`config.mk`:
```
export PLATFORM = sky130hd
export DESIGN_NAME = alu_arbiter
export DESIGN_NICKNAME = d
export VERILOG_FILES = /design/src/rtl/alu_arbiter.sv
export SDC_FILE = /design/constraint.sdc
export NUM_CORES = 1
export LEC_CHECK = 0
export CORE_MARGIN = 1
export CORE_UTILIZATION = 29
export CTS_CLUSTER_SIZE = 16
export DETAILED_ROUTE_END_ITERATION = 12
export GPL_ROUTABILITY_DRIVEN = 0
export PLACE_DENSITY = 0.63
export SYNTH_ARGS = -nofsm -noshare
export SYNTH_HDL_FRONTEND = slang
export SYNTH_SLANG_ARGS = --single-unit
```
`constraint.sdc`:
```
create_clock -name clk -period 1.69 [get_ports clk]
set_input_delay 0.507 -clock clk [delete_from_list [all_inputs] [get_ports clk]]
set_output_delay 0.507 -clock clk [all_outputs]
set_load 0.005 [all_outputs]
```
`src/rtl/alu_arbiter.sv`:
```
// alu_arbiter: shares one combinational ALU between two valid/ready requesters.
// IDLE grants round-robin and latches the operands. EXEC drives the shared ALU
// for exactly one cycle. RESP then holds the captured result on the issuing
// port until that port accepts it.
//
// Optional feature macro: ALU_ARB_OPCHECK_EN. When it is defined, requests
// with an unknown control code are accepted but bypass the ALU and answer
// with res = 0, zero = 0, res_err = 1.
//
// Handshake rule (request and response channels alike): a transfer happens on
// a rising clk edge where valid and ready are both high. A requester may drop
// valid before that edge with no effect. Request ready is high only in IDLE,
// only out of reset, and only for the granted port.
module alu_arbiter #(
  parameter int DATA_W = 32,
  parameter int CTRL_W = 4
) (
  input  logic              clk,
  input  logic              rst_n,
  // port 0
  input  logic              r0_valid,
  output logic              r0_ready,
  input  logic [DATA_W-1:0] r0_a,
  input  logic [DATA_W-1:0] r0_b,
  input  logic [CTRL_W-1:0] r0_ctrl,
  output logic              r0_res_valid,
  input  logic              r0_res_ready,
  output logic [DATA_W-1:0] r0_res,
  output logic              r0_res_zero,
  output logic              r0_res_err,
  // port 1
  input  logic              r1_valid,
  output logic              r1_ready,
  input  logic [DATA_W-1:0] r1_a,
  input  logic [DATA_W-1:0] r1_b,
  input  logic [CTRL_W-1:0] r1_ctrl,
  output logic              r1_res_valid,
  input  logic              r1_res_ready,
  output logic [DATA_W-1:0] r1_res,
  output logic              r1_res_zero,
  output logic              r1_res_err,
  // shared ALU
  output logic [DATA_W-1:0] alu_a,
  output logic [DATA_W-1:0] alu_b,
  output logic [CTRL_W-1:0] alu_ctrl,
  input  logic [DATA_W-1:0] alu_c,
  input  logic              alu_zero,
  // status
  output logic              busy,
  output logic              grant_id,
  output logic [1:0]        o_dbg_state
);

  typedef enum logic [1:0] {
    S_IDLE = 2'd0,
    S_EXEC = 2'd1,
    S_RESP = 2'd2
  } state_t;

  // Control code presented to the ALU whenever it is not executing (add).
  localparam logic [CTRL_W-1:0] CTRL_IDLE = CTRL_W'(4'b0010);

  state_t              r_state;
  state_t              w_next_state;

  // r_id is the owner shown on grant_id (resets to 0). r_last_grant feeds the
  // round-robin and resets to 1, so port 0 wins the first tie. After the
  // first transaction the two always hold the same value.
  logic                r_id;
  logic                r_last_grant;
  logic [DATA_W-1:0]   r_a;
  logic [DATA_W-1:0]   r_b;
  logic [CTRL_W-1:0]   r_ctrl;
  logic [DATA_W-1:0]   r_res0;
  logic [DATA_W-1:0]   r_res1;
  logic                r_zero0;
  logic                r_zero1;

  logic                w_any_req;
  logic                w_gnt_id;
  logic                w_accept;
  logic                w_skip;
  logic                w_resp_done;
  logic [DATA_W-1:0]   w_req_a;
  logic [DATA_W-1:0]   w_req_b;
  logic [CTRL_W-1:0]   w_req_ctrl;

  // A single requester always wins. On a tie, the port that did not win last time wins.
  assign w_any_req   = r0_valid | r1_valid;
  assign w_gnt_id    = (r0_valid & r1_valid) ? ~r_last_grant : r1_valid;
  assign w_accept    = (r_state == S_IDLE) & w_any_req;
  assign w_req_a     = w_gnt_id ? r1_a    : r0_a;
  assign w_req_b     = w_gnt_id ? r1_b    : r0_b;
  assign w_req_ctrl  = w_gnt_id ? r1_ctrl : r0_ctrl;
  assign w_resp_done = (r_state == S_RESP) & (r_id ? r1_res_ready : r0_res_ready);

`ifdef ALU_ARB_OPCHECK_EN
  function automatic logic f_legal(input logic [CTRL_W-1:0] c);
    case (c)
      CTRL_W'(4'b0000), CTRL_W'(4'b0001), CTRL_W'(4'b0010), CTRL_W'(4'b0110),
      CTRL_W'(4'b0111), CTRL_W'(4'b1100), CTRL_W'(4'b0011), CTRL_W'(4'b0100),
      CTRL_W'(4'b0101), CTRL_W'(4'b1000), CTRL_W'(4'b1001), CTRL_W'(4'b1010):
        f_legal = 1'b1;
      default:
        f_legal = 1'b0;
    endcase
  endfunction

  assign w_skip = ~f_legal(w_req_ctrl);
`else
  assign w_skip = 1'b0;
`endif

  // State register
  always_ff @(posedge clk or negedge rst_n) begin
    if (!rst_n) r_state <= S_IDLE;
    else        r_state <= w_next_state;
  end

  // Next-state logic: IDLE -> EXEC (or RESP for a bypassed opcode) -> RESP -> IDLE
  always_comb begin
    w_next_state = r_state;
    case (r_state)
      S_IDLE:  if (w_any_req) w_next_state = w_skip ? S_RESP : S_EXEC;
      S_EXEC:  w_next_state = S_RESP;
      S_RESP:  if (w_resp_done) w_next_state = S_IDLE;
      default: w_next_state = S_IDLE;
    endcase
  end

  // Output decode: request readies, response valids and the ALU drive
  always_comb begin
    r0_ready     = 1'b0;
    r1_ready     = 1'b0;
    r0_res_valid = 1'b0;
    r1_res_valid = 1'b0;
    alu_a        = '0;
    alu_b        = '0;
    alu_ctrl     = CTRL_IDLE;
    case (r_state)
      S_IDLE: begin
        r0_ready = rst_n & r0_valid & ~w_gnt_id;
        r1_ready = rst_n & r1_valid &  w_gnt_id;
      end
      S_EXEC: begin
        alu_a    = r_a;
        alu_b    = r_b;
        alu_ctrl = r_ctrl;
      end
      S_RESP: begin
        r0_res_valid = ~r_id;
        r1_res_valid =  r_id;
      end
      default: ;
    endcase
  end

  // Capture the request on acceptance and the ALU result at the end of EXEC
  always_ff @(posedge clk or negedge rst_n) begin
    if (!rst_n) begin
      r_a          <= '0;
      r_b          <= '0;
      r_ctrl       <= '0;
      r_id         <= 1'b0;
      r_last_grant <= 1'b1;
      r_res0       <= '0;
      r_res1       <= '0;
      r_zero0      <= 1'b0;
      r_zero1      <= 1'b0;
    end else if (w_accept) begin
      r_a          <= w_req_a;
      r_b          <= w_req_b;
      r_ctrl       <= w_req_ctrl;
      r_id         <= w_gnt_id;
      r_last_grant <= w_gnt_id;
      if (w_skip) begin
        if (w_gnt_id) begin
          r_res1  <= '0;
          r_zero1 <= 1'b0;
        end else begin
          r_res0  <= '0;
          r_zero0 <= 1'b0;
        end
      end
    end else if (r_state == S_EXEC) begin
      if (r_id) begin
        r_res1  <= alu_c;
        r_zero1 <= alu_zero;
      end else begin
        r_res0  <= alu_c;
        r_zero0 <= alu_zero;
      end
    end
  end

`ifdef ALU_ARB_OPCHECK_EN
  logic r_err0;
  logic r_err1;

  // Error flag: set by a bypassed opcode, cleared by a real ALU capture
  always_ff @(posedge clk or negedge rst_n) begin
    if (!rst_n) begin
      r_err0 <= 1'b0;
      r_err1 <= 1'b0;
    end else if (w_accept) begin
      if (w_skip) begin
        if (w_gnt_id) r_err1 <= 1'b1;
        else          r_err0 <= 1'b1;
      end
    end else if (r_state == S_EXEC) begin
      if (r_id) r_err1 <= 1'b0;
      else      r_err0 <= 1'b0;
    end
  end

  assign r0_res_err = r_err0;
  assign r1_res_err = r_err1;
`else
  assign r0_res_err = 1'b0;
  assign r1_res_err = 1'b0;
`endif

  assign r0_res      = r_res0;
  assign r1_res      = r_res1;
  assign r0_res_zero = r_zero0;
  assign r1_res_zero = r_zero1;
  assign busy        = (r_state != S_IDLE);
  assign grant_id    = r_id;
  assign o_dbg_state = r_state;

endmodule

```
==> results_dict.tcl <==
set metrics [dict create \
    viasPerCell 4.32 \
    coreArea_mm2 0.0236 \
    hold_viol_final 0 \
    numCtsBuffers 17 \
    grt-ovfl-total 0 \
    synth_flop_cell "dfrtp_1" \
    clkSlewWorstSetupHoldPaths_ns 0.07 \
    clock-sinks 138 \
    cp-endpoint "alu_a[28]" \
    endpoint_kind "output pin" \
    crit_chain "nor2b_4, buf_12, buf_12, buf_8, buf_6, and2_1, buf_2" \
    synth_warnings 0 \
    power.density_mw_per_mm2 1740 \
    die_h_um 158 \
    required_ns 1.18 \
    htree_levels 4 \
    syn_area_per_cell_um2 15.3 \
    arrival_ns 1.65 \
    r2r_setup_slack_ns -0.31 \
    ys_seq_area_share_pct 49.2 \
    drv_cap 0 \
    layout.nets 1022 \
    grt_pass1_wl_um 30600 \
    grt_max_degree 54 \
    critical-path-top-delay-family "buffers and inverters" \
    layout_setup_ws_ns -0.472 \
    initialDrtViolationCount 115 \
    synth.top_cell.area_share_pct 48.9 \
    die_w_um 158 \
    io_buffers 316 \
    instances_no_fill 1179 \
    hpwl_um 13600 \
    synth_edf_count 0 \
    synthCells 460 \
    ios 319 \
    ir_drop_mv 0.643 \
    ys_top_cells_by_area "dfrtp_1 49%, mux2_4 29%, mux2_2 11%, and2_1 6.0%, buf_8 1.3%" \
    synth_cell_types 24 \
    crit_path_top_delay_cell "dfrtp_1" \
    fmax_mhz 463 \
    wl_per_cell_um 17.4 \
    clk_latency_ns 0.42 \
    finalSetupViolations 176 \
    worstSetupPathType "flop to output pin" \
    die-area_mm2 0.0248 \
    grt_use_total_pct 16.5 \
    diodes 0 \
    wirelength_um 20500 \
    worstPathMaxFanout 4 \
    critPathLaunchType "flop" \
    r2r_cells 10 \
    ys_async_sr_fraction_pct 100 \
    drcViolationCount 0 \
    violations "negative setup slack" \
    syn_area_mm2 0.00702 \
    cts_hold_buf 0 \
    tightest_slew_ns 0.708 \
    period_share_pct 128 \
    path_depth 7 \
    rsz0062_at_grt "yes" \
    drive_gt1_share_pct 53.6 \
    yosysMostFrequentCell "dfrtp_1" \
    cts-root-buf "clkbuf_16" \
    hold_ws_ns 0.156 \
    ys_ff_latch 138 \
    reg2reg_to "r_b[27]" \
    yosys.area.top_type "dfrtp_1" \
    crit_start "o_dbg_state[0]" \
    path_common_cell "buf_12" \
    drt_pass1_iterations 4 \
    fin_crit_ns 2.16 \
    min_path_type "input pin to asynchronous set/reset pin" \
    max_slew_margin_pct 52.8 \
    status "finished with violations" \
    maxSlewViolCount 0 \
    max_stage_delay_ns 0.38 \
    r2r_start "o_dbg_state[1]" \
    tritoncts "built" \
    vias 5088 \
    fin_tns_setup_ns -47.21 \
    cp.buffers_inverters 5 \
    place_inst 1101 \
    initial_core_util_pct 29.7 \
    leakage_uw 0.00573 \
    clk_path_buf_depth 2 \
    synthTopCellsByCount "137 x dfrtp_1, 134 x mux2_4, 69 x mux2_2" \
    grt_pass1_vias 5278 \
    fin_skew_ns 0.0111 \
    grt_antenna_before_repair 0 \
    num_rows 56 \
    syn_to_final_growth_pct 74.3 \
    ant_nets 0 \
]
[sequential cells by signal, summed over array words and instances, names as in the netlist, 2 cells and up]
| register | cells |
|---|---|
| r0_res | 32 |
| r_a | 32 |
| r1_res | 32 |
| o_dbg_state | 2 |
| r_ctrl | 4 |
| r_b | 32 |
[kinds of logic (layout without fill, tap and decap cells)]
family,count (synthesis),in the layout,synth area share (%)
flops,138,138,49.2
compound gates,6,6,0.571
other cells,1,2,0.0534
mux,203,203,39.7
buf+inv,33,432,3.55
simple gates,79,79,6.86
[worst register-to-register path: cells and delay by family, from the launching register on]
family / cells / cell delay (ns)
buffers and inverters: 7 / 0.84
DFF: 1 / 0.42
muxes: 1 / 0.32
AOI/OAI and AO/OA: 1 / 0.20
and+or+nand+nor: 1 / 0.09
[per-layer routing]
layer	GRT usage, %	share of wire (%)
met4	5.50	2.1
met3	5.20	7.4
met5	0	0
met2	27.5	49
met1	20.1	41
[report_power, final]
| group | switching (uW) | leakage (uW) | internal [uW] |
|---|---|---|---|
| logic | 3800 | 0.00384 | 7800 |
| clock network | 1630 | 0.000275 | 2090 |
| registers | 866 | 0.00162 | 5040 |
| total | 6300 | 0.00573 | 14900 |
[cells in the final DEF, fill, tap and decap left out, types with 2 or more instances in the layout]
cell type / instances
buf_16: 2
dfrtp_1: 137
nand2b_4: 3
clkinvlp_4: 4
conb_1: 2
dlygate4sd2_1: 68
clkdlybuf4s50_1: 171
buf_2: 17
nor2_1: 2
nor2_4: 2
buf_12: 20
mux2_4: 139
and2_4: 56
mux2_2: 64
buf_8: 11
inv_8: 4
clkbuf_16: 21
buf_4: 21
and2_1: 11
inv_6: 5
buf_6: 81
[through the flow]
stage               util [%]  power [uW]  setup slack [ns]  area [um2]
floorplan                  -       10700            0.0120        7030
detailed placement      45.5       15600            -0.655       10800
CTS                     50.6       20800            -0.551       12000
finish                  51.8       21200            -0.472       12200
global route            51.8       22500            -0.525       12200
global placement        45.5       15500            -0.640       10800
[layout make-up]
cell class / count / area (um2)
multi-input cells: 290 / 3550
clock inverters: 15 / 154
repair buffers: 398 / 4240
clock buffers: 17 / 425
inverters: 2 / 7.51
well taps: 319 / 399
flip-flops and latches: 138 / 3450
fillers: 2078 / 11400
[worst min-delay path by stage]
stage	depth (start not counted)	to	slack, ns
after floorplan	0	grant_id	0.21
after global placement	1	r_b[29]	0.48
after detailed placement	1	r_b[16]	0.48
after CTS	2	r1_res[20]	0.17
after global routing	2	r1_res[20]	0.20
final	2	r1_res[20]	0.16
[timing repair]
item / in CTS / in global routing
gates resized for setup: 469 / 93
pin swaps: 31 / 18
setup buffers: 36 / 7
cloned: 7 / 5
endpoints found under the setup margin: 211 / 177
Note: power is estimated with default switching activity, not from simulation.
